$ cat src/rtl/regfile_dump_pkg.sv
// regfile_dump_pkg
// Shared widths, FSM state codes and a small helper for the register-file dump
// engine. The CSUM state code only exists when REGFILE_DUMP_CSUM_EN is defined,
// so a default build carries no trace of the checksum path.
//   ADDR_W   : register index width
//   DATA_W   : register data width
//   NUM_REGS : number of architectural registers (index wraps at this count)
package regfile_dump_pkg;

  localparam int ADDR_W   = 5;
  localparam int DATA_W   = 32;
  localparam int NUM_REGS = 32;

  // State encoding kept as plain constants so older tools and waveform scripts
  // that match on raw codes keep working.
  typedef logic [2:0] state_t;

  localparam state_t ST_IDLE = 3'd0;
  localparam state_t ST_LOAD = 3'd1;
  localparam state_t ST_SEND = 3'd2;
  localparam state_t ST_DONE = 3'd3;
`ifdef REGFILE_DUMP_CSUM_EN
  localparam state_t ST_CSUM = 3'd4;
`endif

  // NUM_REGS is a power of two, so the natural ADDR_W-bit rollover gives the
  // required 31 -> 0 wrap.
  function automatic logic [ADDR_W-1:0] next_index(input logic [ADDR_W-1:0] idx);
    return idx + 1'b1;
  endfunction

endpackage

$ cat src/rtl/regfile_dump.sv
// regfile_dump
// Walks a contiguous (possibly wrapping) range of register indices, reads each
// register through a combinational regfile read port and streams it out as a
// valid/ready beat. Each register is snapshotted in its LOAD cycle so the held
// beat is immune to later regfile writes.
// Optional feature: define REGFILE_DUMP_CSUM_EN to append one checksum beat
// (address 0, XOR of all register beats) after the register beats; in that
// build only the checksum beat carries o_dump_last.
// Ports:
//   i_clk          sole clock, rising edge
//   i_rst          synchronous active-high reset; aborts a dump without o_done
//   i_start        dump request, only looked at in IDLE
//   i_first_addr   first register index, latched on accepted start
//   i_last_addr    last register index, latched on accepted start
//   o_rf_addr      regfile read address (always the index register)
//   i_rf_data      regfile read data for o_rf_addr, same cycle
//   o_dump_valid   beat valid
//   i_dump_ready   consumer accepts beat
//   o_dump_addr    register index of the current beat
//   o_dump_data    register value of the current beat
//   o_dump_last    final beat marker
//   o_busy         high whenever not IDLE
//   o_done         one-cycle pulse after the final handshake
module regfile_dump
  import regfile_dump_pkg::*;
(
  input  logic              i_clk,
  input  logic              i_rst,
  input  logic              i_start,
  input  logic [ADDR_W-1:0] i_first_addr,
  input  logic [ADDR_W-1:0] i_last_addr,
  output logic [ADDR_W-1:0] o_rf_addr,
  input  logic [DATA_W-1:0] i_rf_data,
  output logic              o_dump_valid,
  input  logic              i_dump_ready,
  output logic [ADDR_W-1:0] o_dump_addr,
  output logic [DATA_W-1:0] o_dump_data,
  output logic              o_dump_last,
  output logic              o_busy,
  output logic              o_done
);

  state_t            state;
  logic [ADDR_W-1:0] index;
  logic [ADDR_W-1:0] last_addr;
  logic              dump_valid;
  logic [ADDR_W-1:0] dump_addr;
  logic [DATA_W-1:0] dump_data;
  logic              dump_last;
`ifdef REGFILE_DUMP_CSUM_EN
  logic [DATA_W-1:0] checksum;
`endif

  // The first address only seeds the index, so it does not need its own
  // register; the last address is compared against the index on every beat.
  always_ff @(posedge i_clk) begin
    if (i_rst) begin
      state      <= ST_IDLE;
      index      <= '0;
      last_addr  <= '0;
      dump_valid <= 1'b0;
      dump_addr  <= '0;
      dump_data  <= '0;
      dump_last  <= 1'b0;
`ifdef REGFILE_DUMP_CSUM_EN
      checksum   <= '0;
`endif
    end else begin
      case (state)
        ST_IDLE: begin
          if (i_start) begin
            index     <= i_first_addr;
            last_addr <= i_last_addr;
`ifdef REGFILE_DUMP_CSUM_EN
            checksum  <= '0;
`endif
            state     <= ST_LOAD;
          end
        end

        // Snapshot the register currently addressed by the index.
        ST_LOAD: begin
          dump_data  <= i_rf_data;
          dump_addr  <= index;
          dump_valid <= 1'b1;
`ifdef REGFILE_DUMP_CSUM_EN
          dump_last  <= 1'b0;
`else
          dump_last  <= (index == last_addr);
`endif
          state      <= ST_SEND;
        end

        // Hold the beat until the consumer takes it. The final register beat
        // is detected from the index rather than dump_last, because in the
        // checksum build register beats never carry dump_last.
        ST_SEND: begin
          if (i_dump_ready) begin
`ifdef REGFILE_DUMP_CSUM_EN
            checksum <= checksum ^ dump_data;
`endif
            if (index == last_addr) begin
`ifdef REGFILE_DUMP_CSUM_EN
              dump_valid <= 1'b1;
              dump_addr  <= '0;
              dump_data  <= checksum ^ dump_data;
              dump_last  <= 1'b1;
              state      <= ST_CSUM;
`else
              dump_valid <= 1'b0;
              dump_last  <= 1'b0;
              state      <= ST_DONE;
`endif
            end else begin
              dump_valid <= 1'b0;
              dump_last  <= 1'b0;
              index      <= next_index(index);
              state      <= ST_LOAD;
            end
          end
        end

`ifdef REGFILE_DUMP_CSUM_EN
        // The checksum beat is built directly on the last register handshake,
        // so here we only wait for it to be accepted.
        ST_CSUM: begin
          if (i_dump_ready) begin
            checksum   <= checksum ^ dump_data;
            dump_valid <= 1'b0;
            dump_last  <= 1'b0;
            state      <= ST_DONE;
          end
        end
`endif

        ST_DONE: begin
          state <= ST_IDLE;
        end

        default: begin
          state <= ST_IDLE;
        end
      endcase
    end
  end

  // Status outputs decode straight from the state register, so reset clears
  // them in the same edge that returns the FSM to IDLE.
  assign o_rf_addr    = index;
  assign o_dump_valid = dump_valid;
  assign o_dump_addr  = dump_addr;
  assign o_dump_data  = dump_data;
  assign o_dump_last  = dump_last;
  assign o_busy       = (state != ST_IDLE);
  assign o_done       = (state == ST_DONE);

endmodule

$ cat config.mk
export PLATFORM = sky130hd
export DESIGN_NAME = regfile_dump
export DESIGN_NICKNAME = d
export VERILOG_FILES = /design/src/rtl/regfile_dump_pkg.sv /design/src/rtl/regfile_dump.sv
export SDC_FILE = /design/constraint.sdc
export NUM_CORES = 1
export LEC_CHECK = 0
export CAP_MARGIN = 25
export CORE_MARGIN = 5
export CORE_UTILIZATION = 41
export CTS_BUF_LIST = sky130_fd_sc_hd__clkbuf_8 sky130_fd_sc_hd__clkbuf_16
export DETAILED_ROUTE_END_ITERATION = 8
export HOLD_SLACK_MARGIN = 0.05
export PLACE_DENSITY = 0.87
export SYNTH_ARGS = -nofsm -noshare
export SYNTH_HDL_FRONTEND = slang
export SYNTH_SLANG_ARGS = --single-unit
$ cat constraint.sdc
create_clock -name i_clk -period 2.2 [get_ports i_clk]
set_input_delay 0.44 -clock i_clk [delete_from_list [all_inputs] [get_ports i_clk]]
set_output_delay 0.44 -clock i_clk [all_outputs]
set_load 0.005 [all_outputs]
==> results of run 1 <==
-- metrics by stage --
stage	setup TNS [ps]	utilization, %	power, W	setup slack [ps]	instance area [sq um]
final	0	64.0	0.00194	184	3000
after floorplan	0	-	0.00124	484	1970
after global placement	-8.05	62.2	0.00146	-8.05	2920
after detailed placement	-279	62.2	0.00147	-122	2920
after global routing	0	64.0	0.00206	116	3000
after CTS	0	64.0	0.00197	193	3000
-- flip-flops by register name, summed over array words and instances, names as in the netlist --
| signal | count |
|---|---|
| last_addr | 5 |
| o_dump_addr | 5 |
| o_dump_data | 32 |
| o_dump_last | 1 |
| o_dump_valid | 1 |
| o_rf_addr | 5 |
| state | 2 |
-- power by group --
part           switching [W]  internal [W]  total (W)
registers          0.0000519      0.000983    0.00103
clock network       0.000277      0.000214   0.000491
logic               0.000173      0.000244   0.000416
-- metal layers --
metal,wire (microns),share of wire (%),global-route usage [%],up-vias
met5,0,0,0,-
met4,94,1.9,6.87,0
met3,561,11,6.69,14
met2,2440,48,28.6,80
met1,1960,39,17.5,866
li1,-,-,-,970
-- cells in the final DEF, fill, tap and decap left out --
cell,count
nand2_1,76
a211oi_1,1
clkinv_2,1
clkdlybuf4s50_1,90
nor2b_1,1
or2_2,1
buf_4,7
or2_0,1
buf_2,1
o21bai_1,1
nor3b_1,1
nand3_1,2
nand2b_1,4
a211o_1,1
a21oi_1,45
xor2_1,5
a311o_1,1
and2_2,1
inv_1,4
mux2i_1,6
and2_1,1
o21ai_0,2
nor3_1,4
a21o_1,1
or2b_1,1
mux2_2,1
nor2_1,11
nor2b_2,1
ha_1,1
o32ai_1,2
nor2_2,1
dfxtp_1,51
clkbuf_8,5
-- logic make-up (layout without fill, tap and decap cells) --
group | after synthesis | after routing
and+or+nand+nor | 106 | 106
AOI/OAI and AO/OA | 54 | 54
DFF | 51 | 51
buffers and inverters | 19 | 108
muxes | 7 | 7
xor gates and xnor gates | 5 | 5
adders and majority gates | 1 | 1
-- worst max path at each step --
stage            start           end  slack (ps)  cells after the start
3_5_place_dp   i_start  o_rf_addr[4]        -120                      7
5_1_grt        i_start  o_rf_addr[1]         120                      7
6_report       i_start  o_rf_addr[4]         180                      7
4_1_cts        i_start  o_rf_addr[4]         190                      6
3_3_place_gp   i_start  o_rf_addr[4]          -8                      7
2_1_floorplan  i_start  o_rf_addr[0]         480                      6
-- layout make-up --
class / count / area (sq um) / share of cell area [%]
tap: 54 / 67.6 / 2.25
clock inverter: 3 / 12.5 / 0.417
clock buffer: 5 / 68.8 / 2.29
sequential: 51 / 1020 / 34.0
timing repair buffer: 98 / 958 / 31.9
inverter: 2 / 7.51 / 0.250
multi-input combinational: 173 / 866 / 28.8
-- critical path: stages --
cell             delay, ps
clkdlybuf4s50_1        480
or2b_1                 240
and2_2                 180
a311o_1                410
buf_4                  190
a21oi_1                140
o32ai_1                110
==> flow_metrics.py, run 1 <==
metrics = {
    "outcome": {
        "outcome": "completed",
    },
    "floorplan": {
        "io_pins": 92,
        "die_w_microns": 79.3,
        "num_rows": 25,
        "dieHeight_microns": 79.3,
        "design.core.area_sq_mm": 0.00469,
        "die_area_sq_mm": 0.00629,
        "start_util_pct": 41.9,
    },
    "logic_synthesis": {
        "synthTopCellsByArea": "dfxtp_1 52%, nand2_1 14%, a21oi_1 11%",
        "ys_seq_elements": 51,
        "synth.most_common_cell": "nand2_1",
        "synthAdderAreaFrac_pct": 0.636,
        "ys.flop_type": "dfxtp_1",
        "ys_async_sr_fraction_pct": 0,
        "synth_edf_count": 0,
        "yosys.area_share.xor_xnor_pct": 2.23,
        "synth_top_area_share_pct": 51.9,
        "synth_common_cells": "76 x nand2_1, 51 x dfxtp_1, 45 x a21oi_1",
        "synth-compound-area-share_pct": 14.9,
        "yosys_warnings": 0,
        "synthDistinctLibCells": 32,
        "synth_top_family_by_area": "simple AND/OR/NAND/NOR gates",
        "muxShareOfSynthArea_pct": 3.62,
        "synthSimpleGateAreaFrac_pct": 22.4,
        "synth_seq_area_share_pct": 51.9,
        "synth_area_sq_mm": 0.00197,
        "syn_avg_cell_area_sq_um": 8.10,
        "synth_cells": 243,
        "yosys.area.top_type": "dfxtp_1",
        "syn_nets": 290,
    },
    "finish": {
        "finalNonFillerCells": 386,
        "num-fill-cells": 412,
        "antenna_cells": 0,
        "layout-drive-gt1-share_pct": 5.72,
        "fin_nets": 378,
        "area_delta_synth_final_pct": 52.5,
    },
    "global_route": {
        "grt_max_degree": 38,
        "grt_pass1_wl_mm": 8.36,
        "grt_overflow": 0,
        "antenna_found_initial": 0,
        "grt_usage_pct": 16.4,
        "grt_pass1_vias": 1871,
    },
    "timing": {
        "slew_violations": 0,
        "final.period_utilization_pct": 91.6,
        "fin_skew_ps": 5.49,
        "tightestPinTransition_ps": 399,
        "fin_crit_ps": 2020,
        "max_freq_ghz": 0.496,
        "hold_ws_ps": 456,
        "hold_viol": 0,
        "rsz0062_at_grt": "no",
        "finalSetupViolations": 0,
        "slew_headroom_pct": 73.4,
    },
    "routing": {
        "drc": 0,
        "via_per_inst": 5.00,
        "wl_mm": 5.06,
        "ant_nets": 0,
        "drtIter0Drc": 78,
        "wl_per_cell_microns": 13.1,
        "vias": 1930,
        "drtPass1Iterations": 4,
    },
    "critical_path": {
        "startpoint_type": "input port",
        "r2r_slack_ps": 350,
        "reg2reg_depth": 6,
        "timing.rr.end": "o_rf_addr[4]",
        "cp.arrival_ps": 2180,
        "crit_fanout": 6,
        "critPathCaptureType": "register",
        "critPathKind": "in -> reg",
        "worstPathRequired_ps": 2370,
        "regToRegStartpoint": "state[1]",
    },
    "pwr": {
        "peakVddDrop_v": 0.000376,
        "p_leak_nw": 1.12,
        "p_per_area_mw_per_mm2": 647,
    },
    "clocking": {
        "clk_latency_ps": 290,
        "cts_tree": "done",
        "cts_resized": 0,
        "clk_path_buf_depth": 2,
        "cts_root_buf": "clkbuf_8",
        "ctsHtreeMaxLevel": 2,
        "numCtsBuffers": 5,
        "clk_pin_slew_ps": 90,
        "postCtsHoldBufs": 0,
        "postCtsSetupBuffers": 0,
        "cts.sinks": 51,
    },
    "flow_run": {
        "maxCapViolations": 0,
    },
    "placement": {
        "io_buffers": 91,
        "gp_congestion": 0.801,
        "hpwl_mm": 3.83,
        "dp_cells": 378,
    },
    "hold_path": {
        "min_from": "o_dump_data[12]",
        "hold_end": "o_dump_data[12]",
        "hold_path_depth": 2,
        "hold_class": "reg -> reg",
    },
}
No activity file was read; power rests on OpenSTA's default activity.
==> inputs of run 2 (changes only) <==
Settings changed: CORE_MARGIN 5 to 4, GPL_TIMING_DRIVEN set to 0.
==> flow_metrics.py, run 2 (same netlist as run 1, synthesis figures left out) <==
metrics = {
    "placement": {
        "gp_congestion": 0.785,
        "pre_cts_ws_ps": -68.3,
        "io_buffers": 90,
        "hpwl_mm": 3.93,
    },
    "critical_path": {
        "slowest_delay_ps": 450,
        "critPathLaunch": "state[1]",
        "startpoint_type": "register",
        "regToRegStartpoint": "state[1]",
        "cp_slowest_cell": "clkdlybuf4s50_1",
        "worstPathRequired_ps": 1760,
        "critPathKind": "reg -> out",
        "critPathCaptureType": "output port",
        "crit_fanout": 10,
        "crit_chain": "buf_4 -> or2_2 -> clkdlybuf4s50_1",
        "cp.arrival_ps": 1540,
    },
    "timing": {
        "rsz0062_at_grt": "no",
        "slew_headroom_pct": 68.4,
        "tns_ps": 0,
        "finalWorstSetupSlack_ps": 217,
        "finalSetupViolations": 0,
        "max_freq_ghz": 0.504,
        "tightestPinTransition_ps": 474,
        "final.period_utilization_pct": 90.2,
        "slew_violations": 0,
        "fin_crit_ps": 1980,
        "hold_viol": 0,
        "fin_skew_ps": 6.53,
    },
    "routing": {
        "via_per_inst": 4.95,
        "wl_mm": 5.17,
        "vias": 1937,
        "drc": 0,
        "wl_per_cell_microns": 13.2,
        "drtPass1Iterations": 5,
        "drtIter0Drc": 54,
        "ant_nets": 0,
    },
    "clocking": {
        "clk_pin_slew_ps": 80,
        "postCtsHoldBufs": 0,
        "postCtsSetupBuffers": 0,
        "cts_tree": "done",
        "ctsHtreeMaxLevel": 2,
        "cts.sinks": 51,
        "numCtsBuffers": 5,
        "cts_root_buf": "clkbuf_8",
        "clk_latency_ps": 290,
        "clk_path_buf_depth": 2,
        "cts_resized": 0,
    },
    "pwr": {
        "p_per_area_mw_per_mm2": 641,
        "power.internal_w": 0.00143,
        "netSwitchingFraction_pct": 25.6,
        "power_frac_comb_pct": 21.7,
        "p_clk_share_pct": 24.8,
        "peakVddDrop_v": 0.000415,
        "seqPwrFrac_pct": 53.5,
        "p_leak_nw": 1.11,
        "power.switching_w": 0.000494,
    },
    "finish": {
        "largest_reg_flops": 32,
        "fin_nets": 387,
        "final_cell_mix": "90 x clkdlybuf4s50_1, 76 x nand2_1, 51 x dfxtp_1, 45 x a21oi_1, 13 x clkbuf_1",
        "area_delta_synth_final_pct": 52.8,
        "antenna_cells": 0,
        "mostFrequentLayoutCell": "clkdlybuf4s50_1",
        "layout-drive-gt1-share_pct": 3.54,
    },
    "global_route": {
        "grt_pass1_wl_mm": 8.58,
        "antenna_found_initial": 0,
        "grt_overflow": 0,
        "grt_usage_pct": 17.6,
        "grt_pass1_vias": 1891,
        "grt_max_degree": 14,
    },
    "floorplan": {
        "dieHeight_microns": 77.3,
        "die_area_sq_mm": 0.00597,
        "die_w_microns": 77.3,
        "start_util_pct": 43.7,
        "design.core.area_sq_mm": 0.00450,
        "io_pins": 92,
        "num_rows": 24,
    },
    "outcome": {
        "outcome": "completed",
    },
    "hold_path": {
        "min_from": "o_dump_data[5]",
        "hold_class": "reg -> reg",
    },
    "flow_run": {
        "maxCapViolations": 0,
    },
}
-- run 2: path summary, 6_finish.rpt --
kind | end | slack [ps] | cells past startpoint
max | o_busy | 220 | 3
min | o_dump_data[5] | 460 | 2
max reg2reg | o_dump_data[6] | 440 | 6
min reg2reg | o_dump_data[5] | 460 | 2
-- run 2: final cells by class --
type	instances	area, sq um
sequential	51	1020
multi-input combinational	173	863
tap	52	65.1
clock buffer	5	68.8
clock inverter	1	3.75
fill	401	1500
timing repair buffer	90	901
inverter	2	7.51
buffer	17	76.3
-- run 2: worst max-delay path, delay by kind of cell, from the launching register on --
family | cells | cell delay (ps)
flip-flops | 1 | 320
buffers and inverters | 2 | 610
AND/OR/NAND/NOR | 1 | 320
-- run 2: stage by stage --
stage	power, W	std cells	cell area, sq um	hold WS, ps	util (%)
after global routing	0.00204	391	3010	478	66.8
final	0.00193	391	3010	455	66.8
after CTS	0.00195	391	3010	458	66.8
after floorplan	0.00124	243	1970	453	-
after global placement	0.00146	385	2930	441	65.1
after detailed placement	0.00147	385	2930	447	65.1
-- run 2: power groups by stage --
stage / clock, W / sequential (W) / combinational (W)
6_report: 0.000478 / 0.00103 / 0.000418
5_1_grt: 0.000534 / 0.00104 / 0.000466
4_1_cts: 0.000497 / 0.00103 / 0.000423
3_5_place_dp: 0 / 0.00105 / 0.000421
3_3_place_gp: 0 / 0.00105 / 0.000414
2_1_floorplan: 0 / 0.00105 / 0.000188
-- run 2: metal layers --
| metal | share of wire (%) | up-vias | GRT usage (%) |
|---|---|---|---|
| met4 | 1.8 | 0 | 5.87 |
| met1 | 41 | 861 | 20.0 |
| li1 | - | 987 | - |
| met3 | 11 | 10 | 7.49 |
| met2 | 46 | 79 | 29.6 |
| met5 | 0 | - | 0 |
